==> config.mk <==
export PLATFORM = sky130hd
export DESIGN_NAME = port_io_ctrl
export DESIGN_NICKNAME = d
export VERILOG_FILES = /design/src/rtl/port_io_pkg.sv /design/src/rtl/port_io_timer.sv /design/src/rtl/port_io_ctrl.sv
export SDC_FILE = /design/constraint.sdc
export NUM_CORES = 1
export LEC_CHECK = 0
export BUFFER_PORTS_ARGS = -buffer_cell sky130_fd_sc_hd__buf_2
export CAP_MARGIN = 40
export CORE_MARGIN = 10
export CORE_UTILIZATION = 40
export DETAILED_ROUTE_END_ITERATION = 10
export GPL_ROUTABILITY_DRIVEN = 0
export PLACE_DENSITY = 0.69
export SLEW_MARGIN = 20
export SYNTH_ARGS = -nofsm -noshare
export SYNTH_HDL_FRONTEND = slang
export SYNTH_HIERARCHICAL = 1
export SYNTH_SLANG_ARGS = --single-unit
==> constraint.sdc <==
create_clock -name clk -period 2.4 [get_ports clk]
set_input_delay 0.24 -clock clk [delete_from_list [all_inputs] [get_ports clk]]
set_output_delay 0.24 -clock clk [all_outputs]
set_load 0.02 [all_outputs]
==> src/rtl/port_io_pkg.sv <==
// Shared types and helpers for the special-register port I/O sequencer.
package port_io_pkg;

  typedef enum logic [1:0] {
    IDLE    = 2'd0,
    REQ     = 2'd1,
    RELEASE = 2'd2
  } port_state_e;

  localparam logic DIR_IN  = 1'b0;
  localparam logic DIR_OUT = 1'b1;

  localparam int MAX_PA_WIDTH = 32;

  // Address driven on an idle port bus: all ones over the low 'width' bits.
  function automatic logic [MAX_PA_WIDTH-1:0] IDLE_ADDR(input int width);
    IDLE_ADDR = '0;
    for (int i = 0; i < MAX_PA_WIDTH; i++) begin
      if (i < width) IDLE_ADDR[i] = 1'b1;
    end
  endfunction

endpackage

==> src/rtl/port_io_timer.sv <==
// Saturating phase timer shared by the REQ and RELEASE phases.
module port_io_timer #(
  parameter int TO_WIDTH = 8,
  parameter int TIMEOUT  = 255
) (
  input  logic clk,
  input  logic rst_n_i,
  input  logic clear,
  input  logic enable,
  output logic expired
);

  localparam int unsigned         LAST_INT = (TIMEOUT == 0) ? 0 : TIMEOUT - 1;
  localparam logic [TO_WIDTH-1:0] LAST     = LAST_INT[TO_WIDTH-1:0];
  localparam logic                ARMED    = (TIMEOUT != 0);

  logic [TO_WIDTH-1:0] count;

  always_ff @(posedge clk or negedge rst_n_i) begin
    if (!rst_n_i) begin
      count <= '0;
    end else if (clear) begin
      count <= '0;
    end else if (enable && (count != '1)) begin
      count <= count + 1'b1;
    end
  end

  assign expired = ARMED && (count == LAST);

endmodule

==> src/rtl/port_io_ctrl.sv <==
// Sequences one IN/OUT command at a time over a four-phase req/ack port bus.
// Handshake: req rises after accept and holds until ack is seen high (or the
// phase times out); req then stays low until ack is seen low (or times out).
module port_io_ctrl
  import port_io_pkg::*;
#(
  parameter int PA_WIDTH = 4,
  parameter int D_WIDTH  = 34,
  parameter int TO_WIDTH = 8,
  parameter int TIMEOUT  = 255
) (
  input  logic                clk,
  input  logic                rst_n_i,
  input  logic                cmd_valid_i,
  input  logic                cmd_dir_i,
  input  logic [PA_WIDTH-1:0] cmd_addr_i,
  input  logic [D_WIDTH-1:0]  cmd_data_i,
  output logic                busy_o,
  output logic                done_o,
  output logic                timeout_o,
  output logic [D_WIDTH-1:0]  rdata_o,
  output logic                in_req_o,
  output logic [PA_WIDTH-1:0] in_addr_o,
  input  logic [D_WIDTH-1:0]  in_data_i,
  input  logic                in_ack_i,
  output logic                out_req_o,
  output logic [PA_WIDTH-1:0] out_addr_o,
  output logic [D_WIDTH-1:0]  out_data_o,
  input  logic                out_ack_i,
  output port_state_e         dbg_state_o
);

  localparam logic [PA_WIDTH-1:0] IDLE_A = PA_WIDTH'(IDLE_ADDR(PA_WIDTH));

  port_state_e state, next_state;
  logic dir_q, err_q, dir_d, err_d;
  logic sel_ack, expired, timer_clear, timer_en;
  logic busy_d, done_d, timeout_d, in_req_d, out_req_d;
  logic [PA_WIDTH-1:0] in_addr_d, out_addr_d;
  logic [D_WIDTH-1:0]  out_data_d, rdata_d;

  assign sel_ack     = (dir_q == DIR_OUT) ? out_ack_i : in_ack_i;
  assign dbg_state_o = state;

  port_io_timer #(
    .TO_WIDTH(TO_WIDTH),
    .TIMEOUT (TIMEOUT)
  ) u_timer (
    .clk    (clk),
    .rst_n_i(rst_n_i),
    .clear  (timer_clear),
    .enable (timer_en),
    .expired(expired)
  );

  always_ff @(posedge clk or negedge rst_n_i) begin
    if (!rst_n_i) state <= IDLE;
    else          state <= next_state;
  end

  always_comb begin
    next_state = state;
    case (state)
      IDLE:    if (cmd_valid_i) next_state = REQ;
      REQ:     if (sel_ack || expired) next_state = RELEASE;
      RELEASE: if (!sel_ack || expired) next_state = IDLE;
      default: next_state = IDLE;
    endcase
  end

  always_comb begin
    dir_d       = dir_q;
    err_d       = err_q;
    in_req_d    = in_req_o;
    out_req_d   = out_req_o;
    in_addr_d   = in_addr_o;
    out_addr_d  = out_addr_o;
    out_data_d  = out_data_o;
    rdata_d     = rdata_o;
    done_d      = 1'b0;
    timeout_d   = 1'b0;
    timer_clear = 1'b1;
    timer_en    = 1'b0;
    busy_d      = (next_state != IDLE);
    case (state)
      IDLE: begin
        if (cmd_valid_i) begin
          dir_d = cmd_dir_i;
          err_d = 1'b0;
          if (cmd_dir_i == DIR_OUT) begin
            out_req_d  = 1'b1;
            out_addr_d = cmd_addr_i;
            out_data_d = cmd_data_i;
          end else begin
            in_req_d  = 1'b1;
            in_addr_d = cmd_addr_i;
          end
        end
      end
      REQ: begin
        timer_clear = 1'b0;
        timer_en    = 1'b1;
        // Ack wins over a simultaneous expiry: the device answered in time.
        if (sel_ack) begin
          in_req_d    = 1'b0;
          out_req_d   = 1'b0;
          timer_clear = 1'b1;
          if (dir_q == DIR_IN) rdata_d = in_data_i;
        end else if (expired) begin
          in_req_d    = 1'b0;
          out_req_d   = 1'b0;
          err_d       = 1'b1;
          timer_clear = 1'b1;
        end
      end
      RELEASE: begin
        timer_clear = 1'b0;
        timer_en    = 1'b1;
        if (!sel_ack) begin
          done_d    = !err_q;
          timeout_d = err_q;
        end else if (expired) begin
          timeout_d = 1'b1;
        end
      end
      default: ;
    endcase
  end

  always_ff @(posedge clk or negedge rst_n_i) begin
    if (!rst_n_i) begin
      dir_q      <= DIR_IN;
      err_q      <= 1'b0;
      busy_o     <= 1'b0;
      done_o     <= 1'b0;
      timeout_o  <= 1'b0;
      in_req_o   <= 1'b0;
      out_req_o  <= 1'b0;
      in_addr_o  <= IDLE_A;
      out_addr_o <= IDLE_A;
      out_data_o <= '0;
      rdata_o    <= '0;
    end else begin
      dir_q      <= dir_d;
      err_q      <= err_d;
      busy_o     <= busy_d;
      done_o     <= done_d;
      timeout_o  <= timeout_d;
      in_req_o   <= in_req_d;
      out_req_o  <= out_req_d;
      in_addr_o  <= in_addr_d;
      out_addr_o <= out_addr_d;
      out_data_o <= out_data_d;
      rdata_o    <= rdata_d;
    end
  end

endmodule

==> impl_metrics.csv <==
group,metric,value,unit
run_status,status,"finished clean",
sta,finalHoldViolations,0,
cts,clkLatencyLatePin,360,ps
grt,grt_pass1_wl,15.1,mm
die,dieArea,13900,sq um
die,die_h,118,um
grt,grt_max_degree,51,
routing,drc_errors,0,
critical_path,crit_fanout,10,
critical_path,crit_cells,7,
placement,port_buffers,160,
yosys,synth_adder_area_share,0.0195,
yosys,synth-xor-area-share,0,
routing,drt_iter0_drc,129,
die,core_area,9280,sq um
cts,htreeDepth,3,
critical_path,required,2640,ps
die,die_w,118,um
routing,via_per_inst,4.78,
critical_path,path_cells,"and3_1 -> and3_1 -> nor2_1 -> mux2i_1 -> buf_4 -> nor2_1 -> mux2_1",
yosys,synth_cell_type_count,40,
routing,wl_met1,4.01,mm
grt,antenna_found_initial,0,
critical_path,crit_buf_inv,1,
sta,skew,13.9,ps
cts,cts_setup_buffers,0,
yosys,yosys_warnings,6,
cts,ctsRootBufferMaster,"clkbuf_8",
min_path,hold_path_class,"input port to register",
die,fp-row-count,35,
cells_and_area,multiInputGateArea,1390,sq um
cts,clkSinkCount,93,
die,num_io_pins,161,
cts,ctsLongestPathBuffers,2,
sta,max_clock_freq,502,MHz
grt,grt_pass1_vias,2837,
sta,post-route-min-period,1990,ps
cells_and_area,nets,512,
sta,drv_slew,0,
power,power.leakage,2.43,nW
critical_path,slowest_stage,"dfrtp_1",
cells_and_area,drive_gt1_frac,0.633,
sta,setup_viol,0,
cells_and_area,syn_to_final_growth,29.6,%
critical_path,cpLargestDelayFamily,"simple AND/OR/NAND/NOR gates",
critical_path,r2r_end,"u_timer/count[0]",
yosys,synth_seq_cells,93,
grt,gr-total-overflow,0,
min_path,whs_path_depth,2,
power,peakVddDrop,490,uV
cts,hold_buffers,1,
routing,drt_pass1_iterations,4,
routing,highest_layer,"met4",
routing,dr_wl_met2,4.67,mm
sta,worst_slack,406,ps
yosys,syn_area_per_cell,14.6,sq um
critical_path,rr_startpoint,"u_timer/count[2]",
grt,grt_use_total,0.133,
flow_run,drv_cap,0,
sta,slew_headroom,0.576,
placement,dpl.hpwl,7.31,mm
cts,cts-resized-gates,0,
die,initial_utilization,0.414,
routing,ant_nets,0,
critical_path,cp-start-kind,"register",
min_path,worstHoldStart,"cmd_data_i[18]",
cells_and_area,nFillCells,832,
yosys,synth.area.mux_share,0.241,
routing,wirelength,9.35,mm
cells_and_area,antenna_cells,0,
critical_path,crit_type,"register to register",
cts,clkTransAtPathRegs,100,ps
yosys,synth_top_family_by_area,"multiplexers",
critical_path,cpPeakStageDelay,460,ps
critical_path,end_kind,"register",
yosys,async_flop_share,1.00,
sta,worstMarginPinSlew,636,ps
sta,rsz0062_at_grt,"no",
routing,wl_met3,589,um
yosys,synthCells,264,
yosys,yosys.area_share.simple,0.0488,
yosys,synth_nets,348,
yosys,synth-compound-area-share,0.0531,
placement,post-place-ws,450,ps
yosys,synth_ff_type,"dfrtp_1",
min_path,hold_end,"out_data_o[18]",
yosys,yosysSeqAreaShare,0.608,
critical_path,reg2reg_slack,410,ps
cells_and_area,register_area,2340,sq um
cts,cts_tree,"done",
critical_path,worstPathArrival,2230,ps
yosys,synth_edf_count,0,
sta,totalNegativeSetupSlack,0,ps
cts,numCtsBuffers,9,
yosys,netlist_area,3840,sq um
routing,routed-via-count,2687,
critical_path,reg2reg_depth,7,
sta,finalCritPeriodShare,0.831,
routing,detail_route.wl_per_cell,16.6,um
power,power_density,1360,nW/um^2
worst register-to-register path, stage by stage (launching register included):
cell and delay (ps):
dfrtp_1 460, and3_1 330, and3_1 300, nor2_1 110
mux2i_1 150, buf_4 190, nor2_1 60, mux2_1 280
cells in the final DEF, fill, tap and decap left out, types with 3 or more instances in the layout:
cell type,instances
nor3_1,4
mux2i_1,3
a211oi_1,3
nand2_1,4
nand3_1,4
a21oi_1,6
clkbuf_8,10
a31oi_1,3
o21ai_0,4
buf_2,159
and3_1,4
dfrtp_1,85
ha_1,6
inv_1,9
mux2_2,76
buf_4,5
dfstp_2,8
nor2_1,7
worst max path at each step:
stage,from,endpoint,slack [ps]
2_1_floorplan,u_timer/count[2],u_timer/count[0],520
3_3_place_gp,dbg_state_o[0],in_addr_o[2],490
3_5_place_dp,u_timer/count[2],u_timer/count[0],450
4_1_cts,u_timer/count[2],u_timer/count[0],420
5_1_grt,u_timer/count[2],u_timer/count[0],250
6_report,u_timer/count[2],u_timer/count[0],410
metal layers:
metal / track usage / vias up
met5: 0 / -
met4: 0.0371 / 0
met3: 0.0494 / 8
met2: 0.226 / 94
met1: 0.155 / 1317
li1: - / 1268
report_power, final:
part	internal [mW]	switching [mW]
sequential	2.33	0.338
clock	0.423	0.568
combinational	1.30	1.80
total	4.05	2.70
cells in the mapped netlist, types with 2 or more instances:
master,instances,area (sq um)
a211oi_1,3,22.5
a21oi_1,6,30.0
a31oi_1,3,18.8
and3_1,4,25.0
buf_2,8,40.0
buf_4,3,22.5
dfrtp_1,85,2130
dfstp_2,8,210
ha_1,6,75.1
inv_1,9,33.8
mux2_2,76,856
mux2_4,2,30.0
mux2i_1,3,30.0
nand2_1,4,15.0
nand3_1,4,20.0
nand3_2,2,20.0
nand4_1,2,12.5
nor2_1,7,26.3
nor2b_1,2,12.5
nor3_1,4,20.0
o21ai_0,4,20.0
layout make-up:
class / count / share of cell area
Timing Repair Buffer: 166 / 0.173
Multi-Input combinational cell: 149 / 0.280
Inverter: 9 / 0.00678
Sequential cell: 93 / 0.469
Tap cell: 129 / 0.0324
Clock buffer: 10 / 0.0276
Clock inverter: 6 / 0.0108
metrics by stage:
stage                     power [mW]   util  hold WS (ps)  cell area, sq um  instances
after floorplan                 4.73      -         -55.6              3840        264
after global placement          5.78  0.515           298              4780        545
after detailed placement        5.87  0.515           309              4780        545
after CTS                       6.88  0.537          88.9              4980        562
after global routing            7.21  0.537          85.0              4980        562
final                           6.75  0.537           104              4980        562
cells by family after synthesis:
family | count (synthesis)
and+or+nand+nor | 33
muxes | 82
AOI/OAI and AO/OA | 28
adders and majority gates | 6
buffers and inverters | 22
DFF | 93
registers in the layout (all words and copies together), names as in the netlist:
name / cells
in_addr_o: 4
dir_q: 1
out_data_o: 34
err_q: 1
out_req_o: 1
rdata_o: 34
u_timer/count: 8
done_o: 1
dbg_state_o: 2
out_addr_o: 4
timeout_o: 1
in_req_o: 1
busy_o: 1
Power figures use the tool's default switching activity.
